## config.mk

```make
export PLATFORM = sky130hd
export DESIGN_NAME = layer1_pipe_stage
export DESIGN_NICKNAME = d
export VERILOG_FILES = /design/src/rtl/logicnets_pkg.sv /design/src/rtl/skid_buffer_2.sv /design/src/rtl/layer1_pipe_stage.sv
export SDC_FILE = /design/constraint.sdc
export NUM_CORES = 1
export LEC_CHECK = 0
export CAP_MARGIN = 20
export CORE_MARGIN = 1
export CORE_UTILIZATION = 35
export CTS_BUF_LIST = sky130_fd_sc_hd__clkbuf_8
export DETAILED_ROUTE_END_ITERATION = 10
export PLACE_DENSITY = 0.69
export SLEW_MARGIN = 20
export SYNTH_ARGS = -nofsm -noshare
export SYNTH_HDL_FRONTEND = slang
export SYNTH_SLANG_ARGS = --single-unit
```

## constraint.sdc

```tcl
create_clock -name clk -period 4.1 [get_ports clk]
set_input_delay 0.82 -clock clk [delete_from_list [all_inputs] [get_ports clk]]
set_output_delay 0.82 -clock clk [all_outputs]
set_load 0.02 [all_outputs]
```

## src/rtl/logicnets_pkg.sv

```systemverilog
// Shared constants and types for every inter-layer pipeline stage of the LUT network,
// so all layer boundaries agree on widths, occupancy encoding and drop accounting.
package logicnets_pkg;

  localparam int DROP_CNT_W = 16;
  localparam int L1_WIDTH   = 32;
  localparam int L1_TAG_W   = 8;

  typedef enum logic [1:0] {
    EMPTY = 2'd0,
    ONE   = 2'd1,
    FULL  = 2'd2
  } occ_t;

  // Saturating add of a small word count onto the drop counter.
  function automatic logic [DROP_CNT_W-1:0] sat_add(input logic [DROP_CNT_W-1:0] a,
                                                    input logic [1:0] b);
    logic [DROP_CNT_W:0] sum;
    sum = {1'b0, a} + {{(DROP_CNT_W-1){1'b0}}, b};
    return sum[DROP_CNT_W] ? {DROP_CNT_W{1'b1}} : sum[DROP_CNT_W-1:0];
  endfunction

endpackage

```

## src/rtl/skid_buffer_2.sv

```systemverilog
// Two-entry skid buffer: 1-cycle latency from an empty stage, full throughput, s_ready
// is registered (low only when both entries hold data); flush empties it synchronously.
module skid_buffer_2
  import logicnets_pkg::*;
#(
  parameter int W = 40
) (
  input  logic         clk,
  input  logic         rst,
  input  logic         flush,
  input  logic [W-1:0] s_data,
  input  logic         s_valid,
  output logic         s_ready,
  output logic [W-1:0] m_data,
  output logic         m_valid,
  input  logic         m_ready,
  output occ_t         occ
);

  occ_t         state_q, state_d;
  logic [W-1:0] main_q, skid_q;
  logic         rdy_q;
  logic         load_main, load_skid, main_from_skid;
  logic         in_xfer, out_xfer;

  assign in_xfer  = s_valid & rdy_q;
  assign out_xfer = m_valid & m_ready;
  assign m_valid  = (state_q != EMPTY);
  assign s_ready  = rdy_q;
  assign m_data   = main_q;
  assign occ      = state_q;

  always_comb begin
    state_d        = state_q;
    load_main      = 1'b0;
    load_skid      = 1'b0;
    main_from_skid = 1'b0;
    if (flush) begin
      state_d = EMPTY;
    end else begin
      case (state_q)
        EMPTY: begin
          if (in_xfer) begin
            load_main = 1'b1;
            state_d   = ONE;
          end
        end
        ONE: begin
          case ({in_xfer, out_xfer})
            2'b10: begin
              load_skid = 1'b1;
              state_d   = FULL;
            end
            2'b01:   state_d = EMPTY;
            2'b11:   load_main = 1'b1;
            default: state_d = ONE;
          endcase
        end
        FULL: begin
          if (out_xfer) begin
            main_from_skid = 1'b1;
            state_d        = ONE;
          end
        end
        default: state_d = EMPTY;
      endcase
    end
  end

  // Ready is derived from the next occupancy so it never depends combinationally on m_ready.
  always_ff @(posedge clk or posedge rst) begin
    if (rst) begin
      state_q <= EMPTY;
      rdy_q   <= 1'b1;
      main_q  <= '0;
      skid_q  <= '0;
    end else begin
      state_q <= state_d;
      rdy_q   <= (state_d != FULL);
      if (load_main)           main_q <= s_data;
      else if (main_from_skid) main_q <= skid_q;
      if (load_skid)           skid_q <= s_data;
    end
  end

endmodule

```

## src/rtl/layer1_pipe_stage.sv

```systemverilog
// Registered handshake stage between the layer-1 neuron LUTs and layer-2 inputs; wraps the
// two-entry skid buffer with the tag path and counts words discarded by flush.
module layer1_pipe_stage
  import logicnets_pkg::*;
#(
  parameter int WIDTH = L1_WIDTH,
  parameter int TAG_W = L1_TAG_W
) (
  input  logic                  clk,
  input  logic                  rst,
  input  logic [WIDTH-1:0]      s_data,
  input  logic [TAG_W-1:0]      s_tag,
  input  logic                  s_valid,
  output logic                  s_ready,
  output logic [WIDTH-1:0]      m_data,
  output logic [TAG_W-1:0]      m_tag,
  output logic                  m_valid,
  input  logic                  m_ready,
  input  logic                  flush,
  output logic [DROP_CNT_W-1:0] drop_cnt
);

  occ_t                  occ;
  logic [1:0]            held;
  logic [1:0]            dropped;
  logic [DROP_CNT_W-1:0] drop_q;

  skid_buffer_2 #(.W(WIDTH + TAG_W)) u_skid (
    .clk     (clk),
    .rst     (rst),
    .flush   (flush),
    .s_data  ({s_tag, s_data}),
    .s_valid (s_valid),
    .s_ready (s_ready),
    .m_data  ({m_tag, m_data}),
    .m_valid (m_valid),
    .m_ready (m_ready),
    .occ     (occ)
  );

  always_comb begin
    held = 2'd0;
    case (occ)
      ONE:     held = 2'd1;
      FULL:    held = 2'd2;
      default: held = 2'd0;
    endcase
  end

  // FULL implies s_ready=0, so held plus an accepted word never exceeds two.
  assign dropped  = held + {1'b0, s_valid & s_ready};
  assign drop_cnt = drop_q;

  always_ff @(posedge clk or posedge rst) begin
    if (rst) begin
      drop_q <= '0;
    end else if (flush) begin
      drop_q <= sat_add(drop_q, dropped);
    end
  end

endmodule

```

==> results of run 1 <==
-- report_power, final --
| group | total, µW | switching (µW) | internal [µW] |
|---|---|---|---|
| Combinational | 744 | 336 | 408 |
| Sequential | 1340 | 140 | 1200 |
| Clock | 745 | 328 | 418 |
-- per-stage QoR --
step                      instances  total power [µW]  setup slack [ps]  hold slack, ps  utilization [%]
after global routing            574              2980               684             519             48.8
after floorplan                 326              1750               691             471                -
after global placement          558              2080               642             478             46.7
after detailed placement        558              2110               501             486             46.7
final                           574              2830               873             501             48.8
after CTS                       574              2870               899             507             48.8
-- final timing paths --
kind	end	cells past startpoint
max in group asynchronous	u_skid.m_data[22]	3
min reg2reg	u_skid.skid_q[17]	1
min	u_skid.skid_q[17]	1
min in group asynchronous	u_skid.m_data[39]	2
max	drop_cnt[12]	10
max reg2reg	drop_cnt[12]	9
-- Yosys cell counts, types with 3 or more instances --
library cell | instances | area [µm²]
dfrtp_1 | 98 | 2450
mux2_2 | 42 | 473
a221o_1 | 37 | 370
and2_1 | 37 | 231
nand2_1 | 21 | 78.8
buf_2 | 10 | 50.1
clkbuf_1 | 8 | 30.0
mux2i_1 | 6 | 60.1
o21ai_0 | 6 | 30.0
and3_1 | 5 | 31.3
inv_1 | 4 | 15.0
nand3_1 | 4 | 20.0
nor3_1 | 4 | 20.0
xnor2_1 | 4 | 35.0
a31oi_1 | 3 | 18.8
ha_1 | 3 | 37.5
nand4_1 | 3 | 18.8
nor2_1 | 3 | 11.3
xor2_1 | 3 | 26.3
-- cells in the final DEF (no fill, tap or decap), types with 2 or more instances in the layout --
cell	Yosys	final
inv_1	4	4
nor2b_1	2	2
o21a_1	2	2
clkbuf_8	0	10
clkinv_2	0	2
xnor2_1	4	4
nand2b_1	2	2
nand2_1	21	20
nor2_1	3	3
mux2_2	42	42
bufinv_16	0	3
mux2i_1	6	6
a31oi_1	3	3
and3_1	5	5
nor4_4	2	2
and4_1	2	2
nand4_1	3	3
xor2_1	3	3
nand3_1	4	4
a21oi_1	2	2
dfrtp_1	98	98
and2_1	37	37
ha_1	3	3
nor3_1	4	4
clkdlybuf4s50_1	0	102
o21ai_0	6	6
buf_4	1	6
a221o_1	37	37
-- worst max-delay path, delay by kind of cell --
family	cells	cell delay [ps]
and+or+nand+nor	4	1040
buffers and inverters	2	500
adders and majority gates	2	500
muxes	1	340
xor gates and xnor gates	1	280
-- sequential cells by signal (all words and copies together) (netlist names) --
signal / flops
u_skid.occ: 2
drop_cnt: 16
u_skid.s_ready: 1
u_skid.skid_q: 40
u_skid.m_data: 40
-- cell type report --
type | count | area (µm²) | share of cell area (%)
Clock buffer | 10 | 138 | 2.43
Clock inverter | 6 | 104 | 1.83
Inverter | 4 | 17.5 | 0.309
Multi-Input combinational cell | 204 | 1690 | 29.8
Sequential cell | 99 | 2480 | 43.7
Tap cell | 143 | 179 | 3.16
Timing Repair Buffer | 108 | 1070 | 18.8
-- routing by layer --
metal	part of all wire (%)	track usage (%)
met1	44	20.3
met2	47	26.8
met3	6.2	5.02
met4	2.0	6.67
met5	0	0
-- kinds of logic (layout without fill, tap and decap cells) --
logic type	after synthesis	count (layout)	synth area share [%]
xor gates and xnor gates	7	7	1.44
buffers and inverters	23	128	2.41
and+or+nand+nor	90	90	12.7
adders and majority gates	4	4	1.35
AOI/OAI and AO/OA	55	55	11.3
DFF	99	99	58.2
muxes	48	48	12.5
==> flow_summary.toml, run 1 <==
[die]
die_h_um = 112
die_area_um2 = 12600
initial_core_util_pct = 36.6
die_w_um = 112
io_pins = 103
core_area_um2 = 11600
fp-row-count = 39

[critical_path]
worst_path_largest_cell_delay_ps = 420
cp-end-kind = "flop"
crit_type = "in -> reg"
cp-startpoint = "s_valid"
critPathMaxFanout = 6
timing.rr.start = "u_skid.s_ready"
start_kind = "primary input"
crit_chain = "clkdlybuf4s50_1, nand2_1, inv_1, ha_1, xnor2_1, fa_1, nand3_1, nor4_2, and3_1, mux2_2"
worstPathArrival_ps = 3500
slowest_stage = "nor4_2"
critical_path_required_ps = 4370
r2r_setup_slack_ps = 1360

[synthesis]
synthArstFlopShare_pct = 100
netlist_area_um2 = 4260
synth-edff-count = 0
synth_nets = 375
ys_seq_area_share_pct = 58.2
synth_ff_type = "dfrtp_1"
ys_warn_count = 0
synthCells = 326
synth-seq-cells = 99
syn_area_per_cell_um2 = 13.1
ys_types = 38

[outcome]
status = "complete, but fails checks"
violations = "design-rule violations"

[placed_design]
place_congestion = 0.815
portBuffers = 102
place_area_um2 = 5430
hpwl_um = 6320

[clock_tree]
path_clk_slew_ps = 90
postCtsSetupBuffers = 0
hold_buffers = 0
cts_buffer_depth = 2
cts_sinks = 99
cts_buffers = 9
clk_latency_ps = 380
htree_levels = 3
cts_tree = "built"
root_buffer = "clkbuf_8"
cts-resized-gates = 0

[grt]
grt_start_max_net_pins = 63
antenna_found_initial = 0
grt.total_usage_pct = 16.4
grt_pass1_wl_um = 16000
grt.overflow.total = 0
grt_pass1_vias = 3213

[drt]
routedWlPerCell_um = 16.6
vias_per_cell = 5.22
drt_iter0_drc = 137
num_vias = 2996
drc_errors = 8
wl_um = 9510
firstDrtPassIters = 7
ant_nets = 0

[layout]
syn_to_final_growth_pct = 33.3
nets = 475
fillers = 1059
antenna_cells = 0
drive_gt1_share_pct = 16.7
final_cell_area_um2 = 5670

[timing]
period_needed_ps = 3230
rsz0062_at_grt = "false"
clock.fmax_ghz = 0.310
clock_skew_ps = 10.2
max_slew_margin_pct = 35.5
slew_viol_final = 0
post-route-period-util_pct = 78.7
tns_ps = 0
tightest_slew_ps = 965
hold_viol_final = 0
setup_viol = 0

[hold_path]
min_path_type = "reg -> reg"
min_from = "u_skid.skid_q[17]"

[power]
leakagePower_uw = 0.00247
p_per_area_nw_per_um2 = 499
vdd_drop_max_mv = 0.377

[run]
drv_cap = 0
(Power assumes the default switching activity.)
==> run 2, diff against run 1 <==
Clock period 4.1 ns to 3.35 ns, I/O delays scaled along.
==> run 2 against run 1 <==
The run still ends with design-rule violations left. Flip-flop and latch count is the same. Via count increased by 0.43%. Total power up 19%. Global-route usage fell by 0.079 points. Sequential power is 22% higher. Design area is 0.18% higher. Wire length is essentially flat. Utilization grew 0.086 points. Worst setup slack worse by 270 ps. Critical path type unchanged. Critical endpoint unchanged. Highest routed layer unchanged.
==> flow_summary.toml, run 2 (synthesis results as in run 1) <==
[outcome]
status = "complete, but fails checks"
violations = "design-rule violations"

[drt]
ant_nets = 0
drc_errors = 7
vias_per_cell = 5.22
wl_um = 9510
drt_iter0_drc = 115
num_vias = 3009
routedWlPerCell_um = 16.5
firstDrtPassIters = 10

[critical_path]
cp-end-kind = "flop"
critPathMaxFanout = 3
reg2reg_depth = 8
critical_path_required_ps = 3600
crit_type = "in -> reg"
timing.rr.start = "u_skid.occ[1]"
r2r_setup_slack_ps = 860
r2r_end = "drop_cnt[12]"
worstPathArrival_ps = 3000
start_kind = "primary input"

[grt]
grt.overflow.total = 0
grt_pass1_vias = 3209
grt_start_max_net_pins = 54
antenna_found_initial = 0
grt_pass1_wl_um = 16200
grt.total_usage_pct = 16.3

[die]
initial_core_util_pct = 36.6
die_h_um = 112
die_area_um2 = 12600
io_pins = 103
fp-row-count = 39
core_area_um2 = 11600
die_w_um = 112

[clock_tree]
clk_latency_ps = 360
postCtsSetupBuffers = 0
hold_buffers = 0
cts_buffers = 9
root_buffer = "clkbuf_8"
cts-resized-gates = 0
cts_tree = "built"
cts_buffer_depth = 2
path_clk_slew_ps = 90
htree_levels = 3
cts_sinks = 99

[placed_design]
dp.cells = 560
place_congestion = 0.822
portBuffers = 102
hpwl_um = 6320

[power]
vdd_drop_max_mv = 0.390
seqPwrFrac_pct = 48.9
power_report.internal_total_uw = 2360
p_per_area_nw_per_um2 = 591
clockPowerShare_pct = 23.9
switching_share_pct = 29.7
p_switching_uw = 996
leakagePower_uw = 0.00247
combPwrFrac_pct = 27.3

[timing]
rsz0062_at_grt = "false"
clock_skew_ps = 8.85
tns_ps = 0
setup_viol = 0
tightest_slew_ps = 672
clock.fmax_ghz = 0.364
slew_viol_final = 0
period_needed_ps = 2750
post-route-period-util_pct = 82.1
max_slew_margin_pct = 55.2
hold_viol_final = 0

[hold_path]
whs_path_depth = 1
min_path_type = "reg -> reg"
hold_end = "u_skid.skid_q[19]"
min_from = "u_skid.skid_q[19]"

[layout]
fillers = 1066
final_cell_mix = "102 x clkdlybuf4s50_1, 98 x dfrtp_1, 42 x mux2_2"
finalNonFillerCells = 576
antenna_cells = 0
drive_gt1_share_pct = 17.3
nets = 477
fin_util_pct = 48.9
syn_to_final_growth_pct = 33.5
final_common_cell = "clkdlybuf4s50_1"

[run]
drv_cap = 0
run 2: metal layers:
| layer | wire length, µm | GRT usage [%] |
|---|---|---|
| met1 | 4150 | 20.0 |
| met2 | 4770 | 28.1 |
| met3 | 452 | 3.94 |
| met4 | 135 | 5.87 |
| met5 | 0 | 0 |
run 2: worst max-delay path by stage:
stage | slack [ps] | start | cells after the start | to
2_1_floorplan | 90 | rst | 1 | drop_cnt[0]
3_3_place_gp | 350 | s_valid | 10 | drop_cnt[15]
3_5_place_dp | 260 | s_valid | 10 | drop_cnt[12]
4_1_cts | 630 | s_valid | 10 | drop_cnt[12]
5_1_grt | 440 | s_valid | 10 | drop_cnt[12]
6_report | 600 | s_valid | 10 | drop_cnt[12]
run 2: cell type report:
cell class                 count  area [µm²]  share of cell area (%)
sequential                    99        2480                    43.6
inverter                       4        17.5                   0.308
clock inverter                 5        60.1                    1.06
tap                          143         179                    3.15
timing repair buffer         110        1110                    19.5
clock buffer                  11         151                    2.67
multi-input combinational    204        1690                    29.7
run 2: power by group through the flow:
stage	logic [µW]	clock network [µW]	registers, µW
final	915	802	1640
after global routing	989	883	1680
after floorplan	365	0	1780
after detailed placement	927	0	1660
after global placement	904	0	1650
after CTS	931	835	1640
run 2: worst max-delay path, cell delays in order:
cell,delay [ps]
clkdlybuf4s50_1,400
nand2_1,90
inv_1,60
ha_1,200
xnor2_1,290
fa_1,280
nand3_1,170
nor4_2,300
and3_1,220
mux2_2,330
run 2: stage by stage:
stage               total power (µW)  hold slack, ps  cell area (µm²)  worst slack (ps)
finish                          3360             503             5680               600
global route                    3550             523             5680               437
CTS                             3410             508             5680               628
detailed placement              2590             486             5470               256
global placement                2550             477             5470               345
floorplan                       2140             471             4260              91.2
==> run 3, diff against run 2 <==
Clock period 3.35 ns to 2.6 ns, I/O delays scaled along.
==> run 3 against run 2 <==
The run still ends with design-rule violations left. Global-route usage shrank 0.14 points. Wire length shrank 0.13%. Sequential share of layout area shrank 0.38 points. Flip-flop and latch count is the same. Count of clock-buffer cells in the layout shrank 1. Utilization grew 0.43 points. Worst setup slack lost 440 ps. Critical path depth is the same. Critical path type unchanged. Largest power group unchanged. Highest routed layer unchanged.
==> flow_summary.toml, run 3 (synthesis results as in run 1) <==
[critical_path]
cp-startpoint = "s_valid"
reg2reg_depth = 8
timing.rr.start = "u_skid.occ[1]"
crit_chain = "clkdlybuf4s50_1, nand2_1, inv_1, ha_1, xnor2_1, ha_1, a21oi_1, nor4_4, nand3_1, mux2_2"
critPathMaxFanout = 7
crit_top_cell = "ha_1"
path_buf_inv = 2
cp-end-kind = "flop"
crit_family = "simple AND/OR/NAND/NOR gates"
crit_type = "in -> reg"
worstPathArrival_ps = 2700
r2r_setup_slack_ps = 250
critical_path_required_ps = 2860
start_kind = "primary input"
slowest_stage = "nor4_4"
cp.depth = 10
r2r_end = "drop_cnt[15]"
crit_end = "drop_cnt[15]"
worst_path_largest_cell_delay_ps = 440

[power]
power_report.internal_total_uw = 3030
power.total_uw = 4310
combPwrFrac_pct = 28.1
p_switching_uw = 1280
switching_share_pct = 29.7
leakagePower_uw = 0.00251
p_per_area_nw_per_um2 = 752
clockPowerShare_pct = 23.0
vdd_drop_max_mv = 0.378
seqPwrFrac_pct = 49.0

[hold_path]
whs_path_depth = 1
min_path_type = "reg -> reg"

[layout]
regArea_um2 = 2480
nets = 486
final_cell_mix = "102 x clkdlybuf4s50_1, 98 x dfrtp_1, 42 x mux2_2"
syn_to_final_growth_pct = 34.7
finalNonFillerCells = 585
final_common_cell = "clkdlybuf4s50_1"
multi_input_area_um2 = 1690
antenna_cells = 0
fillers = 1067
drive_gt1_share_pct = 19.0

[outcome]
status = "complete, but fails checks"
violations = "design-rule violations"

[timing]
tns_ps = 0
post-route-period-util_pct = 94.0
clock_skew_ps = 7.85
period_needed_ps = 2440
max_slew_margin_pct = 33.5
tightest_slew_ps = 996
hold_viol_final = 0
clock.fmax_ghz = 0.409
slew_viol_final = 0
setup_viol = 0
rsz0062_at_grt = "false"
holdWs_ps = 501

[drt]
ant_nets = 0
routedWlPerCell_um = 16.2
drt_iter0_drc = 95
drc_errors = 7
firstDrtPassIters = 7
num_vias = 3033
vias_per_cell = 5.18
wl_um = 9500

[grt]
grt.total_usage_pct = 16.2
antenna_found_initial = 0
grt_pass1_wl_um = 15900
grt.overflow.total = 0
grt_pass1_vias = 3109
grt_start_max_net_pins = 100

[clock_tree]
cts_sinks = 99
cts_tree = "built"
root_buffer = "clkbuf_8"
htree_levels = 3
postCtsSetupBuffers = 0
path_clk_slew_ps = 90
cts_buffer_depth = 2
clk_latency_ps = 370
hold_buffers = 0
cts_buffers = 9
cts-resized-gates = 0

[die]
initial_core_util_pct = 36.6
die_area_um2 = 12600
core_area_um2 = 11600
die_h_um = 112
fp-row-count = 39
io_pins = 103
die_w_um = 112

[placed_design]
hpwl_um = 6110
place_congestion = 0.834
portBuffers = 102
dp.cells = 569

[run]
drv_cap = 0
[run 3: metal layers]
metal / wire [µm] / global-route usage (%) / part of all wire, % / up-vias
met5: 0 / 0 / 0 / -
met4: 200 / 7.56 / 2.1 / 0
met3: 460 / 3.73 / 4.8 / 15
met2: 4420 / 25.8 / 47 / 71
met1: 4420 / 21.0 / 47 / 1526
li1: - / - / - / 1421
[run 3: layout make-up]
cell class,instances,share of cell area (%)
Inverter,4,0.328
Tap cell,143,3.12
Multi-Input combinational cell,204,29.5
Clock buffer,10,2.40
Clock inverter,6,0.961
Timing Repair Buffer,119,20.5
Sequential cell,99,43.3
[run 3: through the flow]
stage	utilization, %	worst slack (ps)	area [µm²]
finish	49.3	156	5730
global route	49.3	37.3	5730
CTS	49.3	184	5730
detailed placement	47.7	-225	5540
global placement	47.7	-183	5540
floorplan	-	60.3	4260
[run 3: power groups by stage]
| stage | clock network, µW | registers [µW] | logic (µW) |
|---|---|---|---|
| 2_1_floorplan | 0 | 2290 | 470 |
| 3_3_place_gp | 0 | 2120 | 1190 |
| 3_5_place_dp | 0 | 2140 | 1220 |
| 4_1_cts | 1030 | 2110 | 1230 |
| 5_1_grt | 1090 | 2160 | 1300 |
| 6_report | 990 | 2110 | 1210 |
[run 3: worst min path at each step]
stage / start / end / slack, ps
6_report: u_skid.skid_q[15] / u_skid.skid_q[15] / 500
5_1_grt: u_skid.skid_q[15] / u_skid.skid_q[15] / 520
4_1_cts: u_skid.skid_q[15] / u_skid.skid_q[15] / 510
3_5_place_dp: u_skid.skid_q[13] / u_skid.skid_q[13] / 480
3_3_place_gp: u_skid.skid_q[10] / u_skid.skid_q[10] / 480
2_1_floorplan: u_skid.skid_q[0] / u_skid.skid_q[0] / 470
[run 3: worst register-to-register path: cells and delay by family, from the launching register on]
kind / cells / cell delay [ps]
simple gates: 3 / 670
flops: 1 / 510
fa+ha+maj: 2 / 490
mux: 1 / 290
xor+xnor: 1 / 170
compound gates: 1 / 110
